## config.mk

```make
export PLATFORM = sky130hd
export DESIGN_NAME = fetch_stage_flat
export DESIGN_NICKNAME = d
export VERILOG_FILES = /design/src/rtl/fetch_stage_if.sv /design/src/rtl/fetch_stage.sv /design/src/flat_wrapper.sv
export SDC_FILE = /design/constraint.sdc
export NUM_CORES = 1
export LEC_CHECK = 0
export CELL_PAD_IN_SITES_DETAIL_PLACEMENT = 0
export CELL_PAD_IN_SITES_GLOBAL_PLACEMENT = 2
export CORE_AREA = 5 5 151 153
export CTS_CLUSTER_DIAMETER = 60
export DETAILED_ROUTE_END_ITERATION = 16
export DIE_AREA = 0 0 156 158
export PLACE_DENSITY = 0.65
export SLEW_MARGIN = 20
export SYNTH_ARGS = -nofsm -noshare
export SYNTH_HDL_FRONTEND = slang
export SYNTH_SLANG_ARGS = --single-unit
export TNS_END_PERCENT = 1
```

## constraint.sdc

```tcl
create_clock -name clk -period 3.35 [get_ports clk]
set_clock_uncertainty 0.05 [all_clocks]
set_input_delay 0.5025 -clock clk [delete_from_list [all_inputs] [get_ports clk]]
set_output_delay 0.5025 -clock clk [all_outputs]
set_load 0.1 [all_outputs]
```

## src/rtl/fetch_stage_if.sv

```systemverilog
// Fetch-stage bus: instruction-memory port, decode-stage control inputs,
// and the IF/ID bundle with the stack status flags.
interface fetch_stage_if #(
    parameter int ADDR_W  = 12,
    parameter int INSTR_W = 19
);
    logic [ADDR_W-1:0]  imem_addr;
    logic [INSTR_W-1:0] imem_data;
    logic               stall;
    logic               redirect;
    logic [ADDR_W-1:0]  redirect_target;
    logic               push_ra;
    logic               pop_ra;
    logic [INSTR_W-1:0] id_instruction;
    logic [ADDR_W-1:0]  id_pc_plus1;
    logic               id_valid;
    logic               stack_overflow;
    logic               stack_underflow;

    // Fetch stage side
    modport master (
        output imem_addr,
        input  imem_data,
        input  stall,
        input  redirect,
        input  redirect_target,
        input  push_ra,
        input  pop_ra,
        output id_instruction,
        output id_pc_plus1,
        output id_valid,
        output stack_overflow,
        output stack_underflow
    );

    // Memory / decode side
    modport slave (
        input  imem_addr,
        output imem_data,
        output stall,
        output redirect,
        output redirect_target,
        output push_ra,
        output pop_ra,
        input  id_instruction,
        input  id_pc_plus1,
        input  id_valid,
        input  stack_overflow,
        input  stack_underflow
    );
endinterface

```

## src/rtl/fetch_stage.sv

```systemverilog
// Instruction fetch plus IF/ID register: PC, next-PC selection and the
// hardware return-address stack for call/return.
module fetch_stage #(
    parameter int ADDR_W      = 12,
    parameter int INSTR_W     = 19,
    parameter int STACK_DEPTH = 8
) (
    input  logic          clk,
    input  logic          rst,
    fetch_stage_if.master bus
);
    localparam int IDX_W = $clog2(STACK_DEPTH);
    localparam int SP_W  = IDX_W + 1;

    // IF state (p0) and IF/ID register (p1)
    logic [ADDR_W-1:0]  pc_p0;
    logic [INSTR_W-1:0] instr_p1;
    logic [ADDR_W-1:0]  pc_plus1_p1;
    logic               vld_p1;

    logic [SP_W-1:0]    sp;
    logic [ADDR_W-1:0]  ra_stack [STACK_DEPTH];
    logic               ovf_flag;
    logic               unf_flag;

    logic [ADDR_W-1:0]  pc_inc;
    logic [ADDR_W-1:0]  pc_nxt;
    logic [SP_W-1:0]    sp_m1;
    logic [SP_W-1:0]    sp_nxt;
    logic [ADDR_W-1:0]  stack_top;
    logic               take;
    logic               stack_full;
    logic               stack_empty;
    logic               push_en;
    logic               ovf_set;
    logic               unf_set;

    // A redirect only counts when it comes from a real instruction in IF/ID
    assign take        = !bus.stall && bus.redirect && vld_p1;
    assign pc_inc      = pc_p0 + ADDR_W'(1);
    assign sp_m1       = sp - SP_W'(1);
    assign stack_full  = (sp == SP_W'(STACK_DEPTH));
    assign stack_empty = (sp == '0);
    assign stack_top   = ra_stack[sp_m1[IDX_W-1:0]];

    // Next-PC and stack-pointer selection; push wins over pop
    always_comb begin
        pc_nxt  = pc_inc;
        sp_nxt  = sp;
        push_en = 1'b0;
        ovf_set = 1'b0;
        unf_set = 1'b0;
        if (bus.stall) begin
            pc_nxt = pc_p0;
        end else if (take) begin
            if (bus.push_ra) begin
                pc_nxt = bus.redirect_target;
                if (!stack_full) begin
                    push_en = 1'b1;
                    sp_nxt  = sp + SP_W'(1);
                end else begin
                    ovf_set = 1'b1;
                end
            end else if (bus.pop_ra) begin
                if (!stack_empty) begin
                    pc_nxt = stack_top;
                    sp_nxt = sp_m1;
                end else begin
                    pc_nxt  = '0;
                    unf_set = 1'b1;
                end
            end else begin
                pc_nxt = bus.redirect_target;
            end
        end
    end

    // PC, stack pointer and sticky flags
    always_ff @(posedge clk or posedge rst) begin
        if (rst) begin
            pc_p0    <= '0;
            sp       <= '0;
            ovf_flag <= 1'b0;
            unf_flag <= 1'b0;
        end else begin
            pc_p0    <= pc_nxt;
            sp       <= sp_nxt;
            ovf_flag <= ovf_flag | ovf_set;
            unf_flag <= unf_flag | unf_set;
        end
    end

    // IF/ID register: hold on stall, flush to NOP on a taken redirect
    always_ff @(posedge clk or posedge rst) begin
        if (rst) begin
            instr_p1    <= '0;
            pc_plus1_p1 <= '0;
            vld_p1      <= 1'b0;
        end else if (!bus.stall) begin
            if (take) begin
                instr_p1    <= '0;
                pc_plus1_p1 <= '0;
                vld_p1      <= 1'b0;
            end else begin
                instr_p1    <= bus.imem_data;
                pc_plus1_p1 <= pc_inc;
                vld_p1      <= 1'b1;
            end
        end
    end

    // Return-address storage; contents are meaningless above sp so no reset
    always_ff @(posedge clk) begin
        if (push_en) begin
            ra_stack[sp[IDX_W-1:0]] <= pc_plus1_p1;
        end
    end

    assign bus.imem_addr       = pc_p0;
    assign bus.id_instruction  = instr_p1;
    assign bus.id_pc_plus1     = pc_plus1_p1;
    assign bus.id_valid        = vld_p1;
    assign bus.stack_overflow  = ovf_flag;
    assign bus.stack_underflow = unf_flag;
endmodule

```

## src/flat_wrapper.sv

```systemverilog
// flat-port wrapper written by rule: the top's interface ports become plain ports
module fetch_stage_flat 
#(
    parameter int ADDR_W      = 12,
    parameter int INSTR_W     = 19,
    parameter int STACK_DEPTH = 8
)
  (clk, rst, bus_imem_addr, bus_imem_data, bus_stall, bus_redirect, bus_redirect_target, bus_push_ra, bus_pop_ra, bus_id_instruction, bus_id_pc_plus1, bus_id_valid, bus_stack_overflow, bus_stack_underflow);
  fetch_stage_if #(.ADDR_W(ADDR_W), .INSTR_W(INSTR_W)) bus_i ();
  input  logic clk;
  input  logic rst;
  output wire logic [$bits(bus_i.imem_addr)-1:0] bus_imem_addr;
  input wire logic [$bits(bus_i.imem_data)-1:0] bus_imem_data;
  input wire logic [$bits(bus_i.stall)-1:0] bus_stall;
  input wire logic [$bits(bus_i.redirect)-1:0] bus_redirect;
  input wire logic [$bits(bus_i.redirect_target)-1:0] bus_redirect_target;
  input wire logic [$bits(bus_i.push_ra)-1:0] bus_push_ra;
  input wire logic [$bits(bus_i.pop_ra)-1:0] bus_pop_ra;
  output wire logic [$bits(bus_i.id_instruction)-1:0] bus_id_instruction;
  output wire logic [$bits(bus_i.id_pc_plus1)-1:0] bus_id_pc_plus1;
  output wire logic [$bits(bus_i.id_valid)-1:0] bus_id_valid;
  output wire logic [$bits(bus_i.stack_overflow)-1:0] bus_stack_overflow;
  output wire logic [$bits(bus_i.stack_underflow)-1:0] bus_stack_underflow;
  assign bus_imem_addr = bus_i.imem_addr;
  assign bus_i.imem_data = bus_imem_data;
  assign bus_i.stall = bus_stall;
  assign bus_i.redirect = bus_redirect;
  assign bus_i.redirect_target = bus_redirect_target;
  assign bus_i.push_ra = bus_push_ra;
  assign bus_i.pop_ra = bus_pop_ra;
  assign bus_id_instruction = bus_i.id_instruction;
  assign bus_id_pc_plus1 = bus_i.id_pc_plus1;
  assign bus_id_valid = bus_i.id_valid;
  assign bus_stack_overflow = bus_i.stack_overflow;
  assign bus_stack_underflow = bus_i.stack_underflow;
  fetch_stage #(.ADDR_W(ADDR_W), .INSTR_W(INSTR_W), .STACK_DEPTH(STACK_DEPTH)) u_core (.clk(clk), .rst(rst), .bus(bus_i));
endmodule
```

==> flow_metrics.env <==
export IMPL_status="completed"
export IMPL_die_area_um2=24600
export IMPL_syn_inst=426
export IMPL_p_seq_share_pct=35.0
export IMPL_cp_max_fo=2
export IMPL_timing_slew_headroom_pct=31.9
export IMPL_synth_ff_type="edfxtp_1"
export IMPL_cts_root_buf="clkbuf_16"
export IMPL_cp_slowest_stage_delay_ps=1150
export IMPL_hp_class="flop to flop"
export IMPL_cp_start_kind="flop"
export IMPL_critPathArrivalTime_ps=1940
export IMPL_fill_cells=2052
export IMPL_dp_cells=778
export IMPL_path_cells="clkdlybuf4s50_1"
export IMPL_internal_power_w=0.00422
export IMPL_cts_made_buffers=17
export IMPL_switching_share_pct=43.6
export IMPL_tns_ps=0
export IMPL_die_width_um=156
export IMPL_overflow=0
export IMPL_grt_first_pass_wirelength_um=24900
export IMPL_combPwrFrac_pct=41.6
export IMPL_placed_cell_area_um2=7310
export IMPL_powerDensity_nw_per_um2=952
export IMPL_critical_path_class="flop to output port"
export IMPL_grt_use_total_pct=13.6
export IMPL_multi_input_area_um2=1930
export IMPL_regArea_um2=4130
export IMPL_drtIter0Drc=315
export IMPL_drc_errors=0
export IMPL_ys_ff_latch=146
export IMPL_setup_viol=0
export IMPL_antenna_cells=0
export IMPL_layout_drive_gt1_share_pct=20.2
export IMPL_nets=558
export IMPL_via_per_inst=4.78
export IMPL_wl_um=16000
export IMPL_grt_max_degree=80
export IMPL_fp_row_count=54
export IMPL_final_cell_area_um2=7860
export IMPL_cp_top_family="buffers and inverters"
export IMPL_core_um2=21400
export IMPL_fin_cells=810
export IMPL_finalCritPeriodShare_pct=74.3
export IMPL_clockBufferDepth=2
export IMPL_synth_cell_type_count=55
export IMPL_slew_viol_final=0
export IMPL_die_h_um=158
export IMPL_cap_violations=0
export IMPL_rsz0062_at_grt="false"
export IMPL_antenna_found_initial=1
export IMPL_async_reset_ff_share_pct=34.2
export IMPL_end_kind="output port"
export IMPL_synth_seq_area_share_pct=66.2
export IMPL_area_growth_syn_to_layout_pct=25.8
export IMPL_vias=3871
export IMPL_place_hpwl_um=11200
export IMPL_clock_sinks=146
export IMPL_cp_num_buf_inv=1
export IMPL_netlist_area_um2=6250
export IMPL_synth_edf_count=96
export IMPL_worstMarginPinSlew_ps=1020
export IMPL_cts_resized_gates=0
export IMPL_avgSynthCellArea_um2=14.7
export IMPL_total_leakage_power_nw=2.88
export IMPL_fin_worst_hold_slack_ps=424
export IMPL_initial_core_util_pct=29.2
export IMPL_hold_viol_final=0
export IMPL_post_drt_wl_per_cell_um=19.8
export IMPL_cpMaxStageDelayCell="clkdlybuf4s50_1"
export IMPL_power_switching_w=0.00326
export IMPL_worst_ir_drop_vdd_v=0.000387
export IMPL_fin_crit_ps=2490
export IMPL_clkPwrFrac_pct=23.4
export IMPL_critPathRequiredTime_ps=2800
export IMPL_clkTransAtPathRegs_ps=60
export IMPL_postCtsSetupBuffers=0
export IMPL_cts_hold_buf=0
export IMPL_io_pins=83
export IMPL_clock_fmax_mhz=402
export IMPL_ys_warn_count=0
export IMPL_gp_congestion=0.756
export IMPL_clk_latency_ps=420
export IMPL_synth_fp_nets=467
export IMPL_ant_nets=0
export IMPL_tritoncts="done"
export IMPL_h_tree_depth=4
export IMPL_port_buffers=82
export IMPL_dr_pass1_iters=5
export IMPL_grt_pass1_vias=4063
sequential cells by signal (all words and copies together), names as in the netlist:
register	count
u_core.bus.imem_addr	12
u_core.bus.id_valid	1
u_core.sp	4
u_core.bus.id_pc_plus1	12
u_core.bus.stack_overflow	1
u_core.bus.id_instruction	19
u_core.bus.stack_underflow	1
u_core.ra_stack	96
stage by stage:
stage	total power, W	worst slack (ps)	utilization (%)
2_1_floorplan	0.00492	221	-
3_3_place_gp	0.00581	736	34.1
3_5_place_dp	0.00582	681	34.1
4_1_cts	0.00758	834	36.7
5_1_grt	0.00784	693	36.7
6_report	0.00748	860	36.7
power groups by stage:
stage | Sequential [W] | Clock [W] | Combinational (W)
CTS | 0.00263 | 0.00179 | 0.00316
finish | 0.00262 | 0.00175 | 0.00311
global route | 0.00267 | 0.00187 | 0.00330
floorplan | 0.00353 | 0 | 0.00139
global placement | 0.00266 | 0 | 0.00315
detailed placement | 0.00267 | 0 | 0.00315
path summary, 6_finish.rpt:
check | start | endpoint | slack (ps) | depth (start not counted)
max | u_core.bus.id_instruction[9] | bus_id_instruction[9] | 860 | 1
min in group asynchronous | rst | u_core.bus.id_instruction[2] | 550 | 3
min reg2reg | u_core.bus.stack_overflow | u_core.bus.stack_overflow | 420 | 1
max reg2reg | u_core.sp[1] | u_core.bus.imem_addr[4] | 890 | 7
min | u_core.bus.stack_overflow | u_core.bus.stack_overflow | 420 | 1
max in group asynchronous | rst | u_core.bus.imem_addr[10] | 2240 | 3
synthesized netlist by cell type (4+ instances only):
library cell,number,area share [%]
edfxtp_1,96,46
nand2_1,67,4.0
dfrtp_1,50,20
o21ai_0,26,2.1
mux4_2,18,6.5
nor2_1,15,0.90
xnor2_1,12,1.7
clkbuf_1,11,0.66
a21oi_1,10,0.80
inv_1,9,0.54
nor3_1,8,0.64
mux2_2,7,1.3
a22o_1,6,0.84
buf_2,6,0.48
mux2i_1,6,0.96
mux4_1,6,2.5
nand3_1,6,0.48
buf_6,4,0.72
ha_1,4,0.80
nand2b_1,4,0.40
area by class of cell:
type	instances	share of cell area, %
Clock buffer	19	5.64
Clock inverter	13	1.27
Tap cell	280	4.46
Multi-Input combinational cell	246	24.6
Timing Repair Buffer	97	11.0
Sequential cell	146	52.6
Inverter	9	0.430
cells in the final DEF, fill, tap and decap left out, types with 3 or more instances in the layout:
cell type / instances
edfxtp_1: 96
nand2_1: 67
clkdlybuf4s50_1: 55
dfrtp_1: 50
buf_4: 41
o21ai_0: 26
mux4_2: 18
clkbuf_16: 17
nor2_1: 15
xnor2_1: 12
a21oi_1: 10
inv_1: 8
mux2_2: 7
nor3_1: 6
mux4_1: 6
mux2i_1: 6
nand3_1: 6
a22o_1: 6
nand2b_1: 4
ha_1: 4
inv_6: 4
a221oi_1: 3
nor4_1: 3
o221ai_1: 3
nand4_1: 3
o31a_1: 3
o31ai_1: 3
clkinvlp_4: 3
logic make-up after synthesis:
group	Yosys count	synth area share, %
flip-flops	146	66.2
multiplexers	37	11.2
XOR/XNOR	14	2.08
buffers and inverters	34	3.04
AND/OR/NAND/NOR	116	8.25
adder cells (fa/ha/maj)	4	0.801
AO/OA/AOI/OAI	75	8.39
routing by layer:
layer / share of wire (%) / wire length (um) / GRT usage (%) / vias up
li1: - / - / - / 1799
met1: 44 / 7110 / 17.9 / 1944
met2: 47 / 7580 / 21.2 / 111
met3: 7.4 / 1180 / 5.17 / 15
met4: 0.89 / 142 / 3.38 / 2
met5: 0.044 / 7 / 0 / -
Power figures use the tool's default switching activity.
